<file path="config.mk">
export PLATFORM = sky130hd
export DESIGN_NAME = shift_seq_ctrl
export DESIGN_NICKNAME = d
export VERILOG_FILES = /design/src/rtl/shift_seq_pkg.sv /design/src/rtl/shift_step_counter.sv /design/src/rtl/shift_seq_ctrl.sv
export SDC_FILE = /design/constraint.sdc
export NUM_CORES = 1
export LEC_CHECK = 0
export ABC_AREA = 1
export BUFFER_PORTS_ARGS = -buffer_cell sky130_fd_sc_hd__buf_2
export CORE_MARGIN = 4
export CORE_UTILIZATION = 25
export CTS_CLUSTER_DIAMETER = 150
export DETAILED_ROUTE_END_ITERATION = 8
export SLEW_MARGIN = 20
export SYNTH_ARGS = -nofsm -noshare
export SYNTH_HDL_FRONTEND = slang
export SYNTH_SLANG_ARGS = --single-unit
</file>
<file path="constraint.sdc">
create_clock -name Clk -period 3 [get_ports Clk]
set_input_delay 0.15 -clock Clk [delete_from_list [all_inputs] [get_ports Clk]]
set_output_delay 0.15 -clock Clk [all_outputs]
set_load 0.1 [all_outputs]
</file>
<file path="src/rtl/shift_seq_pkg.sv">
// shift_seq_pkg: shared sizes and FSM encoding for the shift sequencer
package shift_seq_pkg;
   localparam int WIDTH = 64;
   localparam int STEP = 2;
   localparam int MAX_STEPS = WIDTH / STEP;
   localparam int CNT_W = 6;
   typedef enum logic [1:0] {
      S_IDLE  = 2'd0,
      S_LOAD  = 2'd1,
      S_SHIFT = 2'd2,
      S_DONE  = 2'd3
   } state_t;
endpackage

</file>
<file path="src/rtl/shift_step_counter.sv">
// shift_step_counter: loadable down-counter tracking shifts still to perform
module shift_step_counter
   import shift_seq_pkg::*;
(
   input  logic             clk,
   input  logic             rst,
   input  logic             load,
   input  logic             dec,
   input  logic             clr,
   input  logic [CNT_W-1:0] load_val,
   output logic [CNT_W-1:0] cnt,
   output logic             zero
);
   logic [CNT_W-1:0] cnt_d, cnt_q;
   always_comb cnt_d = clr ? '0 : load ? load_val : (dec && cnt_q != '0) ? cnt_q - CNT_W'(1) : cnt_q;
   always_ff @(posedge clk) begin
      if (rst) cnt_q <= '0;
      else cnt_q <= cnt_d;
   end
   assign cnt = cnt_q;
   assign zero = (cnt_q == '0);
endmodule

</file>
<file path="src/rtl/shift_seq_ctrl.sv">
// shift_seq_ctrl: sequences preset-then-shift strobes for an external shift register
module shift_seq_ctrl #(
   parameter int WIDTH = shift_seq_pkg::WIDTH,
   parameter int STEP = shift_seq_pkg::STEP,
   parameter int MAX_STEPS = shift_seq_pkg::MAX_STEPS
) (
   input  logic             Clk,
   input  logic             Reset,
   input  logic             Start,
   input  logic [WIDTH-1:0] Operand,
   input  logic [5:0]       Steps,
   input  logic             Abort,
   output logic             SR_Preset,
   output logic             SR_En,
   output logic [WIDTH-1:0] SR_In,
   output logic             Busy,
   output logic             Done,
   output logic [5:0]       Remaining
);
   import shift_seq_pkg::*;
   // never request more shifts than the register can hold
   localparam int LIMIT = (MAX_STEPS < WIDTH / STEP) ? MAX_STEPS : WIDTH / STEP;
   localparam logic [5:0] LIM = 6'(LIMIT);
   state_t state_d, state_q;
   logic [WIDTH-1:0] op_d, op_q;
   logic take, cnt_zero;
   logic [5:0] sat_steps;
   assign take = (state_q == S_IDLE) && Start;
   assign sat_steps = (Steps > LIM) ? LIM : Steps;
   always_comb begin
      state_d = state_q;
      op_d = take ? Operand : op_q;
      case (state_q)
         S_IDLE:  state_d = Start ? S_LOAD : S_IDLE;
         S_LOAD:  state_d = Abort ? S_IDLE : cnt_zero ? S_DONE : S_SHIFT;
         S_SHIFT: state_d = Abort ? S_IDLE : (Remaining <= 6'd1) ? S_DONE : S_SHIFT;
         default: state_d = S_IDLE;
      endcase
   end
   always_ff @(posedge Clk) begin
      if (Reset) begin
         state_q <= S_IDLE;
         op_q <= '0;
      end else begin
         state_q <= state_d;
         op_q <= op_d;
      end
   end
   shift_step_counter u_cnt (
      .clk      (Clk),
      .rst      (Reset),
      .load     (take),
      .dec      (state_q == S_SHIFT),
      .clr      (Abort && Busy),
      .load_val (sat_steps),
      .cnt      (Remaining),
      .zero     (cnt_zero)
   );
   // abort masks the strobes in the same cycle so no stray preset or shift lands
   assign SR_Preset = (state_q == S_LOAD) && !Abort;
   assign SR_En = (state_q == S_SHIFT) && !Abort;
   assign Busy = (state_q == S_LOAD) || (state_q == S_SHIFT);
   assign Done = (state_q == S_DONE);
   assign SR_In = op_q;
endmodule

</file>
# [Yosys cells after proc, flatten, opt, wreduce, memory -nomap -nowiden]
# Index checks and enable logic that the tools add are counted.
[op_classes] n_addsub=1 magnitude_cmp=2 n_eq_ne=3 muxes=9 n_reduce_logical=12
[ops] cell="$mux 6" count=3
[ops] cell="$gt 6x6->1 const B" count=1
[ops] cell="$le 6x1->1 const B" count=1
[ops] cell="$logic_not 6->1" count=1
[ops] cell="$pmux 2 s3" count=1
[ops] cell="$reduce_bool 6->1" count=1
[ops] cell="$sub 6x1->6 const B" count=1
[ops] cell="$logic_and 1x1->1" count=5
[ops] cell="$eq 2x2->1 const B" count=2
[ops] cell="$mux 2" count=2
[ops] cell="$mux 1" count=3
[ops] cell="$eq 2x1->1 const B" count=1
[ops] cell="$logic_not 2->1" count=1
[ops] cell="$reduce_bool 2->1" count=1
[ops] cell="$reduce_or 2->1" count=1
[ops] cell="$logic_not 1->1" count=1
[ops] cell="$logic_or 1x1->1" count=1
[word_totals] register_bits=72 elab_cells=30

# [Longest topological paths before layout]
# Gate-level depths: netlist of run 1.
[logic_depth] word_depth=4 mapped_depth=9 depth_no_buf=8

# [Hierarchy]
# A second synthesis of run 1 with hierarchy kept.
[hier_totals] cells_unflattened=391 area_unflattened_um2=2946.6
[modules_own_cells] module="shift_seq_ctrl" instances=1 cells_each=321 area_each_um2=2507.4
[modules_own_cells] module="shift_step_counter" instances=1 cells_each=70 area_each_um2=439.2

# [Least setup slack after synthesis of run 1]
# OpenSTA, ideal clock, no wires.
[synth_path] kind="register to register" start="register state_q[1]" end="register state_q[1]" arrival_time_ns=2.085 slack_ns=0.852 stages_incl_launch_ff=6 path_buffers=0 synth_period_minus_slack_ns=2.148 cell_sequence="dfxtp_1 inv_1 ha_1 inv_1 nor2_1 o21a_1"
[synth_via] elab_chain_len=2
[synth_rtl] item="from (decl)" line_no="shift_seq_ctrl.sv:24" source="state_t state_d, state_q;"
[synth_rtl] item="from (signal assigned)" line_no="shift_seq_ctrl.sv:45" source="state_q <= state_d;"
[synth_rtl] item="$eq 2x2->1 (tied with other cells)" line_no="shift_seq_ctrl.sv:33" source="case (state_q)"
[synth_rtl] item="$pmux 2 s3 *" line_no="shift_seq_ctrl.sv:33"
# Every way passes the cells marked *; elsewhere a longest branch is shown, timed or not.
# A chain may end at the register's enable or synchronous reset.

# [Final worst setup path of run 1]
[layout_path] start="register state_q[0]" end="register op_q[44], in the netlist SR_In[44]"
[layout_via] elab_chain_len=2
[layout_rtl] item="$logic_not 2->1" line_no="shift_seq_ctrl.sv:28" source="assign take = (state_q == S_IDLE) && Start;"
[layout_rtl] item="$logic_and 1x1->1" line_no="shift_seq_ctrl.sv:28"
[layout_rtl] item="to (signal assigned)" line_no="shift_seq_ctrl.sv:46" source="op_q <= op_d;"
[layout_rtl] item="to (decl)" line_no="shift_seq_ctrl.sv:25" source="logic [WIDTH-1:0] op_d, op_q;"
# No other way between the ends.

==> results of run 1 <==
## worst max-delay path: stages, from the launching register on
cell     delay [ps]
dfxtp_1         330
inv_1            80
ha_1            160
nand2_2          60
inv_2           460
buf_4           470
nor2_1           70
nor2_1          110
## registers in the layout (all words and copies together) (netlist names)
register   flops
state_q        2
u_cnt.cnt      6
SR_In         64
## synth_stat cells, drive strengths merged
cell type / number
inv: 15
nand2: 31
o21a: 2
dfxtp: 72
nand3: 10
ha: 7
a21oi: 2
nor2: 146
a21boi: 1
nand3b: 2
nor3: 1
buf: 15
clkbuf: 6
nand4: 4
xnor2: 1
o21ai: 67
## routing by layer
metal,global-route usage [%],up-vias
met2,19.9,109
li1,-,1496
met5,0,-
met4,5.63,0
met3,5.68,12
met1,13.8,1272
## cell families after synthesis
logic type                 after synthesis  synth area share, %
and+or+nand+nor                        194                 27.9
AOI/OAI and AO/OA                       72                 12.8
DFF                                     72                 50.2
buffers and inverters                   36                 5.67
adders and majority gates                7                 3.05
xor gates and xnor gates                 1                0.305
## cell type report
| type | count | area share, % |
|---|---|---|
| clock buffer | 13 | 6.51 |
| inverter | 15 | 1.41 |
| tap | 140 | 4.38 |
| sequential | 72 | 36.1 |
| clock inverter | 3 | 1.00 |
| timing repair buffer | 150 | 19.0 |
| multi-input combinational | 274 | 31.7 |
## how the worst min path moves through the flow
stage	from	end	slack, ps	cells past startpoint
2_1_floorplan	Reset	state_q[0]	310	2
3_3_place_gp	Operand[32]	SR_In[32]	400	3
3_5_place_dp	Operand[33]	SR_In[33]	410	3
4_1_cts	Operand[3]	SR_In[3]	40	3
5_1_grt	Operand[18]	SR_In[18]	70	3
6_report	Operand[33]	SR_In[33]	60	3
## power by group
group	internal, mW	leakage [nW]	switching [mW]
clock network	0.686	0.150	0.386
logic	0.195	1.28	0.918
registers	1.05	0.597	0.0542
total	1.93	2.03	1.36
## stage by stage
stage / hold WS (ps) / total power, mW / setup slack [ps]
4_1_cts: 40.6 / 3.35 / 1120
5_1_grt: 67.8 / 3.45 / 948
3_3_place_gp: 399 / 2.23 / 1180
6_report: 63.3 / 3.29 / 1150
2_1_floorplan: 314 / 2.05 / 852
3_5_place_dp: 411 / 2.25 / 1140
==> summary.md, run 1 <==
| Metric | Value |
|---|---|
| Final Core Density | 36.2% |
| Wirelength per Cell | 12.1 µm |
| CTS tree | yes |
| Clk sinks | 72 |
| HPWL after DPL | 5750 µm |
| Worst Path Arrival | 2110 ps |
| ANT cells | 0 |
| Cts repair resizes | 0 |
| Final std cells w/o fill | 667 |
| Share of layout cells above drive strength 1 | 33.0% |
| Clock latency on the worst-skew pair | 340 ps |
| Top sig layer | met4 |
| Gr usage total | 12.3% |
| Placed cell count | 651 |
| Placer congestion estimate | 0.799 |
| FP Rows | 38 |
| WL met1 | 3370 µm |
| Initial antenna violation count | 0 |
| NumNets Final | 603 |
| Met2 Wirelength | 3650 µm |
| Worst Tran Pin Value | 671 ps |
| Max Fclk | 542 MHz |
| Final Setup Violations | 0 |
| Worst path required time | 3270 ps |
| Met3 Wirelength | 931 µm |
| Initial DRT Pass Iterations | 4 |
| Vias in the first global route | 2795 |
| Final ANT Viol Nets | 0 |
| FF+latch area | 0.00144 mm² |
| Layout fillers | 1207 |
| Clk buf depth | 2 |
| Core ar. | 0.0110 mm² |
| Initial Util | 26.0% |
| Clock root cell | clkbuf_16 |
| Worst hold path type | in -> reg |
| Die Y | 115 µm |
| Worst setup path endpoint | SR_In[44] |
| Post-synthesis cell type count | 25 |
| Maximum VDD drop | 0.000466 V |
| Final wirelength | 8070 µm |
| Post-route design area | 0.00400 mm² |
| TNS Setup | 0 ps |
| Slew margin rel. | 55.2% |
| Pwr/cell area | 823 mW/mm² |
| Synth top area cells | dfxtp_1 50%, nor2_1 18%, o21ai_0 11% |
| CTS H-Tree Depth | 3 |
| Total CTS buffers | 9 |
| Total grt overflow | 0 |
| Minimum clock period | 1850 ps |
| Multi-input gate area | 0.00127 mm² |
| Via count | 2889 |
| Sequential fraction of the synthesis area | 50.2% |
| RSZ-0062 raised after global routing | no |
| Placed Area | 0.00370 mm² |
| Clock Pin Slew Worst Setup and Hold Paths | 60 ps |
| Outcome | finished clean |
| Drt drc | 0 |
| Die X | 115 µm |
| First-pass GRT wire length | 12800 µm |
| Post-synthesis cell count | 382 |
| RR Startpoint | state_q[0] |
| R2r setup slk | 1150 ps |
| IO Port Bufs | 147 |
| Commonest non-fill, non-tap cells in the layout | 147 x buf_2, 141 x nor2_1, 72 x dfxtp_1 |
| Critical Path Sink Type | flop |
| Commonest non-fill, non-tap cell in the layout | buf_2 |
| Max Cap Viol | 0 |
| # hold bufs at CTS | 0 |
| Yosys top cell by area | dfxtp_1 |
| Period utilisation layout | 61.5% |
| Critical Path Start | state_q[0] |
| Clock Skews | 5.68 ps |
| Via/cell ratio | 4.33 |
| Crit Path Max Fanout | 37 |
| R2R cell count | 7 |
| Yosys top cell area share | 50.2% |
| R2R Path End | SR_In[44] |
| Post CTS Setup Buffer Count | 0 |
| #FFs+latches synth | 72 |
| Die area | 0.0133 mm² |
| CP Launch Type | flop |
| Area grow syn2layout | 39.3% |
| Synth Cell Area | 0.00287 mm² |
| Static leakage | 2.03 nW |
| Warnings, synthesis | 0 |
| Ports | 148 |
| Pin count of the biggest net entering global routing | 77 |
| Synthesized area per cell | 7.51 µm² |
| Max Slew Vio Count | 0 |
| DR iter-0 viols | 138 |
| CP Class | reg -> reg |
| Final Hold Viols | 0 |
| Syn_nets | 463 |
No activity file was read; power rests on OpenSTA's default activity.
==> inputs of run 2 (changes only) <==
==> constraint.sdc (replaced) <==
create_clock -name Clk -period 1.55 [get_ports Clk]
set_input_delay 0.0775 -clock Clk [delete_from_list [all_inputs] [get_ports Clk]]
set_output_delay 0.0775 -clock Clk [all_outputs]
set_load 0.1 [all_outputs]
==> run 2 against run 1 <==
Total power up 87%. First-iteration DRC count up 8.7%. Sequential power up 94%. Wire length up 8.5%. Worst setup slack worse by 1100 ps. Maximum frequency up 27%.
==> summary.md, run 2 (same netlist as run 1, synthesis figures left out) <==
| Metric | Value |
|---|---|
| Initial DRT Pass Iterations | 6 (+2) |
| WHS | 9.26 ps (-54.1 ps) |
| Vias in the first global route | 2992 (+7.0%) |
| Ports | 148 (unchanged) |
| Pin count of the biggest net entering global routing | 54 (-30%) |
| CP Cell Sequence | inv_1, ha_2, nand2_2, inv_2, buf_4, nand2_1, nand2_1, nor2_1 |
| Core ar. | 0.0110 mm² (unchanged) |
| Crit-path max cell delay | 330 ps (-140 ps) |
| Outcome | finished clean |
| Final std cells w/o fill | 706 (+5.8%) |
| IO Port Bufs | 147 (unchanged) |
| CP dominant cell by count | nand2_1 |
| Total grt overflow | 0 (unchanged) |
| ANT cells | 0 (unchanged) |
| Die area | 0.0133 mm² (unchanged) |
| Worst Tran Pin Value | 499 ps (-173 ps) |
| Layout fillers | 1128 (-6.5%) |
| Area grow syn2layout | 54.1% |
| RSZ-0062 raised after global routing | yes |
| Final wirelength | 8750 µm (+8.5%) |
| Crit Path Max Fanout | 24 (-35%) |
| Max Fclk | 686 MHz (+27%) |
| Die X | 115 µm (unchanged) |
| Worst Path Arrival | 1680 ps (-430 ps) |
| CTS tree | yes |
| Commonest non-fill, non-tap cells in the layout | 144 x buf_2, 140 x nor2_1, 65 x o21ai_0 |
| Minimum clock period | 1460 ps (-387 ps) |
| Critical Path Sink Type | flop |
| FF+latch area | 0.00146 mm² (+1.0%) |
| Clk buf depth | 2 (unchanged) |
| Max reg flops | 64 (unchanged) |
| Static leakage | 2.19 nW (+8.0%) |
| TNS Setup | 0 ps (unchanged) |
| First-pass GRT wire length | 14000 µm (+10%) |
| Via count | 3098 (+7.2%) |
| Clock root cell | clkbuf_16 |
| Power Total | 6.16 mW (+87%) |
| HPWL after DPL | 6240 µm (+8.5%) |
| Final ANT Viol Nets | 0 (unchanged) |
| RR Startpoint | state_q[0] |
| Clock latency on the worst-skew pair | 330 ps (about the same) |
| Min-delay src | Operand[22] |
| Final Setup Violations | 0 (unchanged) |
| Wirelength per Cell | 12.4 µm (+2.5%) |
| Slew margin rel. | 67.0% (+12 points) |
| Clk sinks | 72 (unchanged) |
| NumNets Final | 645 (+7.0%) |
| Multi-input gate area | 0.00129 mm² (+1.8%) |
| CP Launch Type | flop |
| Final Hold Viols | 0 (unchanged) |
| Period utilisation layout | 94.1% (+33 points) |
| Initial Util | 26.0% (unchanged) |
| Placed cell count | 656 (+0.77%) |
| Commonest non-fill, non-tap cell in the layout | buf_2 |
| Final Core Density | 40.1% (+3.8 points) |
| CTS H-Tree Depth | 3 (unchanged) |
| DR iter-0 viols | 150 (+8.7%) |
| Initial antenna violation count | 0 (unchanged) |
| Worst hold path type | in -> reg |
| Share of layout cells above drive strength 1 | 33.0% (about the same) |
| Clock Pin Slew Worst Setup and Hold Paths | 50 ps (about the same) |
| Pwr/cell area | 1390 mW/mm² (+69%) |
| Total CTS buffers | 9 (unchanged) |
| Die Y | 115 µm (unchanged) |
| Gr usage total | 13.4% (+1.1 points) |
| Maximum VDD drop | 0.000946 V (+100%) |
| Clock Skews | 5.36 ps (-0.322 ps) |
| Drt drc | 0 (unchanged) |
| Critical Path Start | state_q[0] |
| Worst path required time | 1780 ps (-1490 ps) |
| Placer congestion estimate | 0.843 (+5.5%) |
| Max Cap Viol | 0 (unchanged) |
| Via/cell ratio | 4.39 (+1.3%) |
| FP Rows | 38 (unchanged) |
| Critical path's slowest cell | dfxtp_2 |
| CP Class | reg -> reg |
| Max Slew Vio Count | 0 (unchanged) |
-- run 2: changes by cell type in the layout (fill, tap and decap cells not counted), sizes merged --
cell,previous run,this run
dlygate4sd3,0,37
buf,150,155
clkbuf,13,11
bufinv,1,0
-- run 2: timing repair --
| item | in CTS | in global routing |
|---|---|---|
| hold endpoints to repair | 37 | 0 |
| resized for setup | 3 | 4 |
| endpoints found under the setup margin | 3 | 5 |
| setup buffers | 0 | 0 |
| hold buffers | 37 | 0 |
-- run 2: routing by layer --
layer / wire length [µm] / GRT usage (%) / share of wire [%]
met1: 3630 / 15.4 / 41
met2: 4020 / 21.3 / 46
met3: 891 / 6.11 / 10
met4: 207 / 5.95 / 2.4
met5: 0 / 0 / 0
-- run 2: final timing paths --
check / cells after the start / slack [ps] / to
worst max-delay path: 8 / 90 / u_cnt.cnt[1]
worst min-delay path: 3 / 9 / SR_In[22]
worst max register to register: 8 / 90 / u_cnt.cnt[1]
worst min register to register: 2 / 470 / SR_In[15]
-- run 2: cell type report --
type / instances / share of cell area [%]
Inverter: 15 / 1.27
Tap cell: 140 / 3.96
Sequential cell: 72 / 32.9
Clock buffer: 11 / 5.26
Multi-Input combinational cell: 274 / 29.1
Clock inverter: 2 / 0.226
Timing Repair Buffer: 192 / 27.2
-- run 2: through the flow --
stage               cell area [µm²]  worst slack (ps)
finish                         4420              92.1
global route                   4420             -48.2
CTS                            4410              21.2
detailed placement             3780               142
global placement               3780               195
floorplan                      2890             -37.2
-- run 2: power by group --
group | switching (mW) | internal, mW
sequential | 0.108 | 2.04
combinational | 1.80 | 0.469
clock | 0.693 | 1.05
total | 2.60 | 3.56
-- run 2: critical path: cells and delay by family (launching register included) --
kind          cells  cell delay (ps)
fa+ha+maj         1              190
flops             1              330
simple gates      4              250
buf+inv           3              580
